`src/rtl/mult_pkg.sv`:
```
// Shared types for the sequential multiplier.
// Holds the FSM state encoding and the iteration-counter width helper.
// No logic; imported by seq_multiplier.
package mult_pkg;

    typedef enum logic [1:0] {
        IDLE = 2'd0,
        CALC = 2'd1,
        FIN  = 2'd2
    } state_t;

    // Counter must be able to represent 0..WIDTH.
    function automatic int cnt_width(input int w);
        return $clog2(w + 1);
    endfunction

endpackage

```
`src/rtl/seq_multiplier.sv`:
```
// Sequential shift-and-add multiplier, WIDTH x WIDTH -> 2*WIDTH, signed or unsigned per operation.
// Latency: start edge, WIDTH CALC edges, then one FIN edge; done is visible after edge WIDTH+1.
// No backpressure: start is only honoured in IDLE, and starts while busy are dropped.
module seq_multiplier
    import mult_pkg::*;
#(
    parameter int WIDTH = 8
) (
    input  logic               clk,
    input  logic               rst,
    input  logic               start,
    input  logic               signed_mode,
    input  logic [WIDTH-1:0]   a,
    input  logic [WIDTH-1:0]   b,
    output logic               busy,
    output logic               done,
    output logic [2*WIDTH-1:0] p
);

    localparam int CW = cnt_width(WIDTH);
    localparam int AW = 2 * WIDTH + 1;

    state_t            state;
    state_t            state_nxt;
    logic [WIDTH-1:0]  mcand;
    logic [WIDTH-1:0]  mplier;
    logic [AW-1:0]     acc;
    logic [AW-1:0]     addend;
    logic [AW-1:0]     acc_sum;
    logic [CW-1:0]     count;
    logic              neg;
    logic              last_iter;
    logic [2*WIDTH-1:0] prod;

    // Unsigned magnitude of an operand; the most negative value maps to 2^(WIDTH-1),
    // which still fits because the magnitude is held unsigned.
    function automatic logic [WIDTH-1:0] mag(input logic [WIDTH-1:0] x, input logic sgn);
        return (sgn && x[WIDTH-1]) ? (~x + 1'b1) : x;
    endfunction

    assign last_iter = (count == CW'(WIDTH - 1));
    assign prod      = acc[2*WIDTH-1:0];

    // Partial-product add into the upper half; the extra MSB keeps the carry before the shift.
    always_comb begin
        addend  = '0;
        if (mplier[0]) begin
            addend = {1'b0, mcand, {WIDTH{1'b0}}};
        end
        acc_sum = acc + addend;
    end

    // State register.
    always_ff @(posedge clk) begin
        if (rst) begin
            state <= IDLE;
        end else begin
            state <= state_nxt;
        end
    end

    // Next-state and busy decode.
    always_comb begin
        state_nxt = state;
        busy      = 1'b0;
        case (state)
            IDLE: begin
                if (start) begin
                    state_nxt = CALC;
                end
            end
            CALC: begin
                busy = 1'b1;
                if (last_iter) begin
                    state_nxt = FIN;
                end
            end
            FIN: begin
                busy      = 1'b1;
                state_nxt = IDLE;
            end
            default: begin
                state_nxt = IDLE;
            end
        endcase
    end

    // Datapath: operand capture, one shift-add step per CALC cycle, sign fix-up in FIN.
    always_ff @(posedge clk) begin
        if (rst) begin
            mcand  <= '0;
            mplier <= '0;
            acc    <= '0;
            count  <= '0;
            neg    <= 1'b0;
            done   <= 1'b0;
            p      <= '0;
        end else begin
            done <= 1'b0;
            case (state)
                IDLE: begin
                    if (start) begin
                        neg    <= signed_mode & (a[WIDTH-1] ^ b[WIDTH-1]);
                        mcand  <= mag(a, signed_mode);
                        mplier <= mag(b, signed_mode);
                        acc    <= '0;
                        count  <= '0;
                    end
                end
                CALC: begin
                    acc    <= acc_sum >> 1;
                    mplier <= mplier >> 1;
                    count  <= count + 1'b1;
                end
                FIN: begin
                    // Two's-complement negate of zero is zero, so no negative-zero case exists.
                    p    <= neg ? (~prod + 1'b1) : prod;
                    done <= 1'b1;
                end
                default: begin
                end
            endcase
        end
    end

endmodule
```
`config.mk`:
```
export PLATFORM = sky130hd
export DESIGN_NAME = seq_multiplier
export DESIGN_NICKNAME = d
export VERILOG_FILES = /design/src/rtl/mult_pkg.sv /design/src/rtl/seq_multiplier.sv
export SDC_FILE = /design/constraint.sdc
export NUM_CORES = 1
export LEC_CHECK = 0
export CORE_MARGIN = 2
export CORE_UTILIZATION = 35
export CTS_CLUSTER_DIAMETER = 30
export DETAILED_ROUTE_END_ITERATION = 10
export GPL_ROUTABILITY_DRIVEN = 0
export GPL_TIMING_DRIVEN = 0
export PLACE_DENSITY_LB_ADDON = 0.25
export REMOVE_ABC_BUFFERS = 1
export SLEW_MARGIN = 10
export SYNTH_ARGS = -nofsm -noshare
export SYNTH_HDL_FRONTEND = slang
export SYNTH_SLANG_ARGS = --single-unit
```
`constraint.sdc`:
```
create_clock -name clk -period 2.9 [get_ports clk]
set_input_delay 0.58 -clock clk [delete_from_list [all_inputs] [get_ports clk]]
set_output_delay 0.58 -clock clk [all_outputs]
set_load 0.01 [all_outputs]
```
Word level (Yosys, flattened, before mapping). Index checks and enable logic that the tools add are counted.

Latch bits: 0. Memory bits (read-only): 0. Output and inout port bits: 18. Register bits after elaboration: 57. Memories kept: 0. Memory bits (writable): 0.

Reduce and logical (&&, ||, !) cells: 8. Multipliers: 0. Bitwise gates (word level): 5. Order comparisons: 0. Divide/modulo/power cells: 0. Add/sub/neg operators: 5. Equal/unequal tests: 5. Shift operators: 0. Muxes and demuxes: 15.

Operators with widths (count): $pmux W17 S2 (1); $mux W16 (2); $mux W8 (3); $add A17 B17 Y17 (1); $mux W17 (1); $add A16 B1 Y16 const B (1); $add A8 B1 Y8 const B (2); $not A16 Y16 (1); $not A8 Y8 (2); $pmux W8 S2 (1); $pmux W4 S2 (1); $reduce_and A2 Y1 (3); $add A4 B1 Y4 const B (1); $eq A4 B3 Y1 const B (1); $mux W2 (2); $mux W4 (1); $ne A2 B2 Y1 const B (2); $pmux W2 S2 (1); $eq A2 B1 Y1 const B (1); $eq A2 B2 Y1 const B (1); $logic_and A1 B1 Y1 (2); $logic_not A2 Y1 (1); $mux W1 (2); $reduce_bool A2 Y1 (1); 3 further kinds (3).

Depth between registers and ports, before layout. Gate-level depths: netlist (run 1).

Depth after elaboration: 5. Gate-level depth with buffers: 7. Mapped depth without buffers: 7.

Worst setup path before layout (run 1). Ideal clock, no wire load.

Kind: reg2reg. Start point: register mplier[0]. End point: register acc[13]. Clock period less this slack: 2.127 ns. Setup time: 0.117 ns. Arrival time: 2.010 ns. Stages on the path, launching flop included: 8. Path buffers: 0. Slack: 0.773 ns. Cell sequence: dfxtp_1 > and2_1 > ha_1 > fa_1 > a211oi_1 > o21bai_1 > a211o_1 > a32o_1.

Longest elaborated chain between the ends: 3.

Ends and longest elaborated chain: start, declared (RTL line seq_multiplier.sv:26) `logic [WIDTH-1:0] mplier;`; start signal, assigned (RTL line seq_multiplier.sv:105) `mplier <= mag(b, signed_mode);`; start signal, assigned (RTL line seq_multiplier.sv:112) `mplier <= mplier >> 1;`; $mux W16 (RTL line seq_multiplier.sv:47) `if (mplier[0]) begin`; $add A17 B17 Y17 (RTL line seq_multiplier.sv:50) `acc_sum = acc + addend;`; $pmux W17 S2 (RTL line seq_multiplier.sv:100) `case (state)`; end signal, assigned (RTL line seq_multiplier.sv:111) `acc <= acc_sum >> 1;`; end, declared (RTL line seq_multiplier.sv:27) `logic [AW-1:0] acc;`.

Every way passes these cells. A chain may end at the register's enable or synchronous reset.

Worst setup path in the final report (run 1).
Start point: register state[1]. End point: register acc[14].

Longest elaborated chain between the ends: 3. Elaborated cells on any way between the ends: 6. Those cells by class: eq/ne (2); mux (1); reduce/logical (3).

Ends and longest elaborated chain: start, declared (RTL line seq_multiplier.sv:23) `state_t state;`; start signal, assigned (RTL line seq_multiplier.sv:58) `state <= state_nxt;`; $eq A2 B1 Y1 or $logic_not A2 Y1 (tied branches) (RTL line seq_multiplier.sv:100); $reduce_bool A2 Y1 (no source line) or $ne A2 B2 Y1 (tied branches); $reduce_and A2 Y1 (no source line).

Parallel ways exist; a longest one is shown, timed or not.

==> results of run 1 <==
-- registers in the layout (all words and copies together) (netlist names) --
signal and count:
acc 16, count 4, done 1, mcand 8, mplier 8, neg 1
p 16, state 2
-- metrics by stage --
stage | total power [mW] | std cells
after CTS | 1.609 | 506
after global placement | 1.043 | 497
final | 1.589 | 506
after floorplan | 0.9564 | 352
after detailed placement | 1.050 | 498
after global routing | 1.660 | 506
-- Yosys cell counts (all sizes together), types with 9 or more instances --
| cell type | n | area share |
|---|---|---|
| inv | 11 | 0.013 |
| a22oi | 13 | 0.031 |
| dfxtp | 56 | 0.36 |
| a211oi | 14 | 0.033 |
| and2 | 10 | 0.020 |
| nand2 | 20 | 0.024 |
| xor2 | 11 | 0.031 |
| clkbuf | 15 | 0.018 |
| a21oi | 13 | 0.021 |
| ha | 15 | 0.059 |
| nor2 | 46 | 0.055 |
| o21ai | 15 | 0.024 |
| nor3 | 16 | 0.025 |
| or3 | 9 | 0.023 |
-- logic make-up after synthesis --
| logic type | after synthesis | share of synthesized area |
|---|---|---|
| xor gates and xnor gates | 19 | 0.05274 |
| muxes | 5 | 0.01665 |
| buffers and inverters | 33 | 0.04362 |
| DFF | 56 | 0.3553 |
| adders and majority gates | 16 | 0.06582 |
| and+or+nand+nor | 139 | 0.2280 |
| AOI/OAI and AO/OA | 105 | 0.2379 |
-- area by class of cell --
class / count / area [sq um]
Clock buffer: 7 / 96.34
Clock inverter: 1 / 30.03
Fill cell: 886 / 5001
Inverter: 12 / 45.04
Multi-Input combinational cell: 284 / 1899
Sequential cell: 56 / 1121
Tap cell: 108 / 135.1
Timing Repair Buffer: 38 / 392.9
-- worst max path at each step --
stage,depth (start not counted),slack (ps),end,startpoint
6_report,6,440,acc[14],state[1]
5_1_grt,6,160,acc[14],state[1]
4_1_cts,6,330,mplier[5],state[1]
3_5_place_dp,5,270,mplier[5],start
3_3_place_gp,4,-900,acc[14],rst
2_1_floorplan,7,770,acc[13],mplier[0]
-- worst max-delay path: stages (launching register included) --
cell and delay (ps):
dfxtp_1 330, inv_1 90, ha_1 400, clkinv_1 360, nor3_1 470, or4b_2 620, o211ai_1 110
-- metal layers --
layer | vias to the layer above | part of all wire | track usage
met5 | - | 0 | 0
met4 | 0 | 0.016 | 0.05374
met3 | 7 | 0.043 | 0.02199
met2 | 61 | 0.45 | 0.2432
met1 | 1299 | 0.49 | 0.1926
li1 | 1443 | - | -
-- repair_timing --
action	4_1_cts	5_1_grt
setup endpoints to repair	0	1
resized for setup	0	1
hold buffers	0	0
-- power by group through the flow --
stage	Clock, mW	Sequential, mW	Combinational [mW]
global route	0.597	0.818	0.245
floorplan	0	0.825	0.131
global placement	0	0.831	0.212
finish	0.557	0.814	0.218
detailed placement	0	0.832	0.218
CTS	0.576	0.814	0.219
==> metrics.yaml, run 1 <==
worst_setup_path:
  rrSetupSlack_ps: 440
  crit_arrival_ps: 2700
  critPathRequiredTime_ps: 3140
  reg2reg_from: "state[1]"
  worstSetupEndpointType: "flop"
  r2r_end: "acc[14]"
  worst-path-max-fanout: 11
  startpoint_type: "flop"
  reg2reg_depth: 6
  worst-setup-path-type: "reg2reg"
floorplanning:
  die_x_um: 98.95
  rows: 34
  core_sq_um: 8721
  die-area_sq_um: 9791
  start_util: 0.3618
  io_pins: 38
  dieHeight_um: 98.95
finish:
  utilization: 0.4265
  fin_area_sq_um: 3720
  layout_common_cells: "dfxtp_1 (56), nor2_1 (45), clkdlybuf4s50_1 (36)"
  syn_to_final_growth_pct: 17.88
  layout_commonest_cell: "dfxtp_1"
  layout.nets: 433
  drive_gt1_frac: 0.05528
  diodes: 0
power_and_ir_drop:
  power_switching_mw: 0.3970
  peakVddDrop_mv: 0.1591
  seqPwrFrac: 0.512
  pwr-share-clk: 0.351
  leakage_nw: 1.409
  switching_share: 0.2498
  intPower_mw: 1.192
  powerDensity_nw_per_um2: 427.2
  p_comb_frac: 0.137
timing:
  fin_crit_sh: 0.8480
  period_minus_slack_ps: 2459
  setup_ws_ps: 440.8
  fmaxAchievable_ghz: 0.4066
  tightest_slew_ps: 1112
  skew_ps: 3.961
  relSlewSlack: 0.2588
  hold_viol_final: 0
  worst_hold_slack_ps: 461.3
  slew_viol_final: 0
  rsz0062_at_grt: "false"
  setup_tns_ps: 0
  setup_viol: 0
detailed_routing:
  ant_nets: 0
  totalWireLength_um: 6894
  first_pass_iters: 4
  vias: 2810
  post_drt_via_cell_ratio: 5.553
  avgRoutedWirePerCell_um: 13.62
  drtIter0Drc: 131
  drc: 0
yosys:
  synth_seq_cells: 56
  synthArstFlopShare: 0
  synth_area_per_cell_sq_um: 8.460
  synth_cell_type_count: 55
  synth_edf_count: 0
  syn-cell-area_sq_um: 3156
  yosysSeqAreaShare: 0.3553
  synth_flop_cell: "dfxtp_1"
  yosysWarnings: 0
  synthCells: 373
grt:
  grt_start_max_net_pins: 35
  grt_pass1_vias: 2649
  grt_usage: 0.1464
  grt_pass1_wl_um: 12070
  overflow: 0
  antenna_found_initial: 0
clocking:
  cts_setup_buffers: 0
  clk_latency_ps: 310
  cts_root_buf: "clkbuf_8"
  clkSlewWorstSetupHoldPaths_ps: 100
  tritoncts: "done"
  cts_buffer_depth: 2
  htree_levels: 2
  numCtsBuffers: 5
  clock_sinks: 56
min_path:
  min_path_type: "reg2reg"
  whs_path_depth: 2
  hp-start: "mcand[0]"
  min_to: "mcand[0]"
placement:
  detailed_place.area_sq_um: 3591
  dp_hpwl_um: 5055
  portBuffers: 37
  pre_cts_slack_ps: 271.7
outcome:
  outcome: "finished, final reports clean"
job:
  maxCapViolCount: 0
(Power assumes the default switching activity.)
==> run 2, diff against run 1 <==
==> constraint.sdc (replaced) <==
create_clock -name clk -period 2.2 [get_ports clk]
set_input_delay 0.44 -clock clk [delete_from_list [all_inputs] [get_ports clk]]
set_output_delay 0.44 -clock clk [all_outputs]
set_load 0.01 [all_outputs]
==> metrics.yaml, run 2 (synthesized netlist as in run 1, its figures left out) <==
floorplanning:
  die-area_sq_um: 9791
  dieHeight_um: 98.95
  start_util: 0.3618
  rows: 34
  die_x_um: 98.95
  io_pins: 38
  core_sq_um: 8721
worst_setup_path:
  reg2reg_from: "mplier[0]"
  crit_arrival_ps: 2320
  r2r_end: "acc[13]"
  rrSetupSlack_ps: 90
  worstSetupEndpointType: "flop"
  startpoint_type: "flop"
  worst-setup-path-type: "reg2reg"
  worst-path-max-fanout: 6
  critPathRequiredTime_ps: 2410
  reg2reg_depth: 7
detailed_routing:
  post_drt_via_cell_ratio: 5.522
  first_pass_iters: 4
  totalWireLength_um: 7052
  avgRoutedWirePerCell_um: 13.88
  route.met3.wl_um: 315
  vias: 2805
  ant_nets: 0
  drtIter0Drc: 142
  top_layer: "met4"
  drc: 0
  drt-met1-wl_um: 3434
  met2WireLength_um: 3174
clocking:
  tritoncts: "done"
  htree_levels: 2
  cts_buffer_depth: 2
  numCtsBuffers: 5
  clk_latency_ps: 310
  clock_sinks: 56
  hold_buffers: 0
  cts_root_buf: "clkbuf_8"
  clkSlewWorstSetupHoldPaths_ps: 100
timing:
  tightest_slew_ps: 679.7
  relSlewSlack: 0.5469
  worst_hold_slack_ps: 466.6
  skew_ps: 3.708
  fmaxAchievable_ghz: 0.4743
  period_minus_slack_ps: 2108
  fin_crit_sh: 0.9583
  setup_viol: 0
  slew_viol_final: 0
  hold_viol_final: 0
finish:
  largestRegisters: "acc (16), p (16)"
  syn_to_final_growth_pct: 20.14
  layout_commonest_cell: "dfxtp_1"
  layout_common_cells: "dfxtp_1 (55), nor2_1 (45), clkdlybuf4s50_1 (36)"
  fin_area_sq_um: 3791
  diodes: 0
  n_fill_cell: 878
  layout.nets: 435
  drive_gt1_frac: 0.08500
job:
  maxCapViolCount: 0
grt:
  grt_start_max_net_pins: 35
  grt_pass1_vias: 2641
  grt_usage: 0.1485
  antenna_found_initial: 0
  grt_pass1_wl_um: 12210
  overflow: 0
power_and_ir_drop:
  leakage_nw: 1.423
  peakVddDrop_mv: 0.2140
  powerDensity_nw_per_um2: 556.1
min_path:
  whs_path_depth: 2
  hp-start: "mcand[0]"
  min_to: "mcand[0]"
  min_path_type: "reg2reg"
outcome:
  outcome: "finished, final reports clean"
placement:
  dp_hpwl_um: 5055
  detailed_place.area_sq_um: 3591
  portBuffers: 37
## run 2: cell types whose count changed in the layout (fill, tap and decap cells not counted), sizes merged
cell,delta
inv,+1
clkinv,-1
clkbuf,+1
buf,+1
## run 2: worst max-delay path, stage by stage (launching register included)
cell      delay (ps)
dfxtp_4          370
and2_4           160
ha_4             160
fa_2             400
a211oi_4         280
o21bai_1          90
a211o_1          300
a32o_1           240
## run 2: routing by layer
layer / up-vias / GRT usage
li1: 1446 / -
met1: 1284 / 0.1956
met2: 66 / 0.2495
met3: 9 / 0.02199
met4: 0 / 0.04847
met5: - / 0
## run 2: through the flow
stage / util / setup TNS, ps / total power, mW / worst slack (ps) / instances
2_1_floorplan: - / 0 / 1.261 / 73.04 / 352
3_3_place_gp: 0.4092 / -33080 / 1.375 / -1457 / 497
3_5_place_dp: 0.4118 / -5197 / 1.384 / -349.0 / 498
4_1_cts: 0.4281 / 0 / 2.124 / 1.566 / 506
5_1_grt: 0.4347 / -0.6655 / 2.203 / -0.6655 / 508
6_report: 0.4347 / 0 / 2.108 / 91.72 / 508
## run 2: area by class of cell
class / instances / area [sq um] / share of cell area
repair buffers: 40 / 405.4 / 0.1069
flip-flops and latches: 56 / 1125 / 0.2967
inverters: 12 / 47.55 / 0.01254
well taps: 108 / 135.1 / 0.03564
multi-input cells: 284 / 1952 / 0.5149
clock inverters: 1 / 30.03 / 0.007921
clock buffers: 7 / 96.34 / 0.02541
## run 2: worst max-delay path by stage
stage	from	slack (ps)	endpoint	cells past startpoint
4_1_cts	state[1]	2	acc[14]	6
2_1_floorplan	mplier[0]	70	acc[13]	7
6_report	mplier[0]	90	acc[13]	7
3_5_place_dp	state[1]	-350	mplier[5]	6
3_3_place_gp	rst	-1460	acc[14]	4
5_1_grt	state[0]	-0.7	mplier[3]	6
## run 2: timing repair
action                     in CTS  in global routing
buffers inserted                0                  2
pin swaps                       0                  3
setup endpoints to repair      20                 26
cloned                          0                  0
gates resized for setup         5                 12
## run 2: power by group
part | switching [mW] | internal, mW
sequential | 0.0247 | 1.05
combinational | 0.174 | 0.128
clock | 0.331 | 0.402
total | 0.530 | 1.58
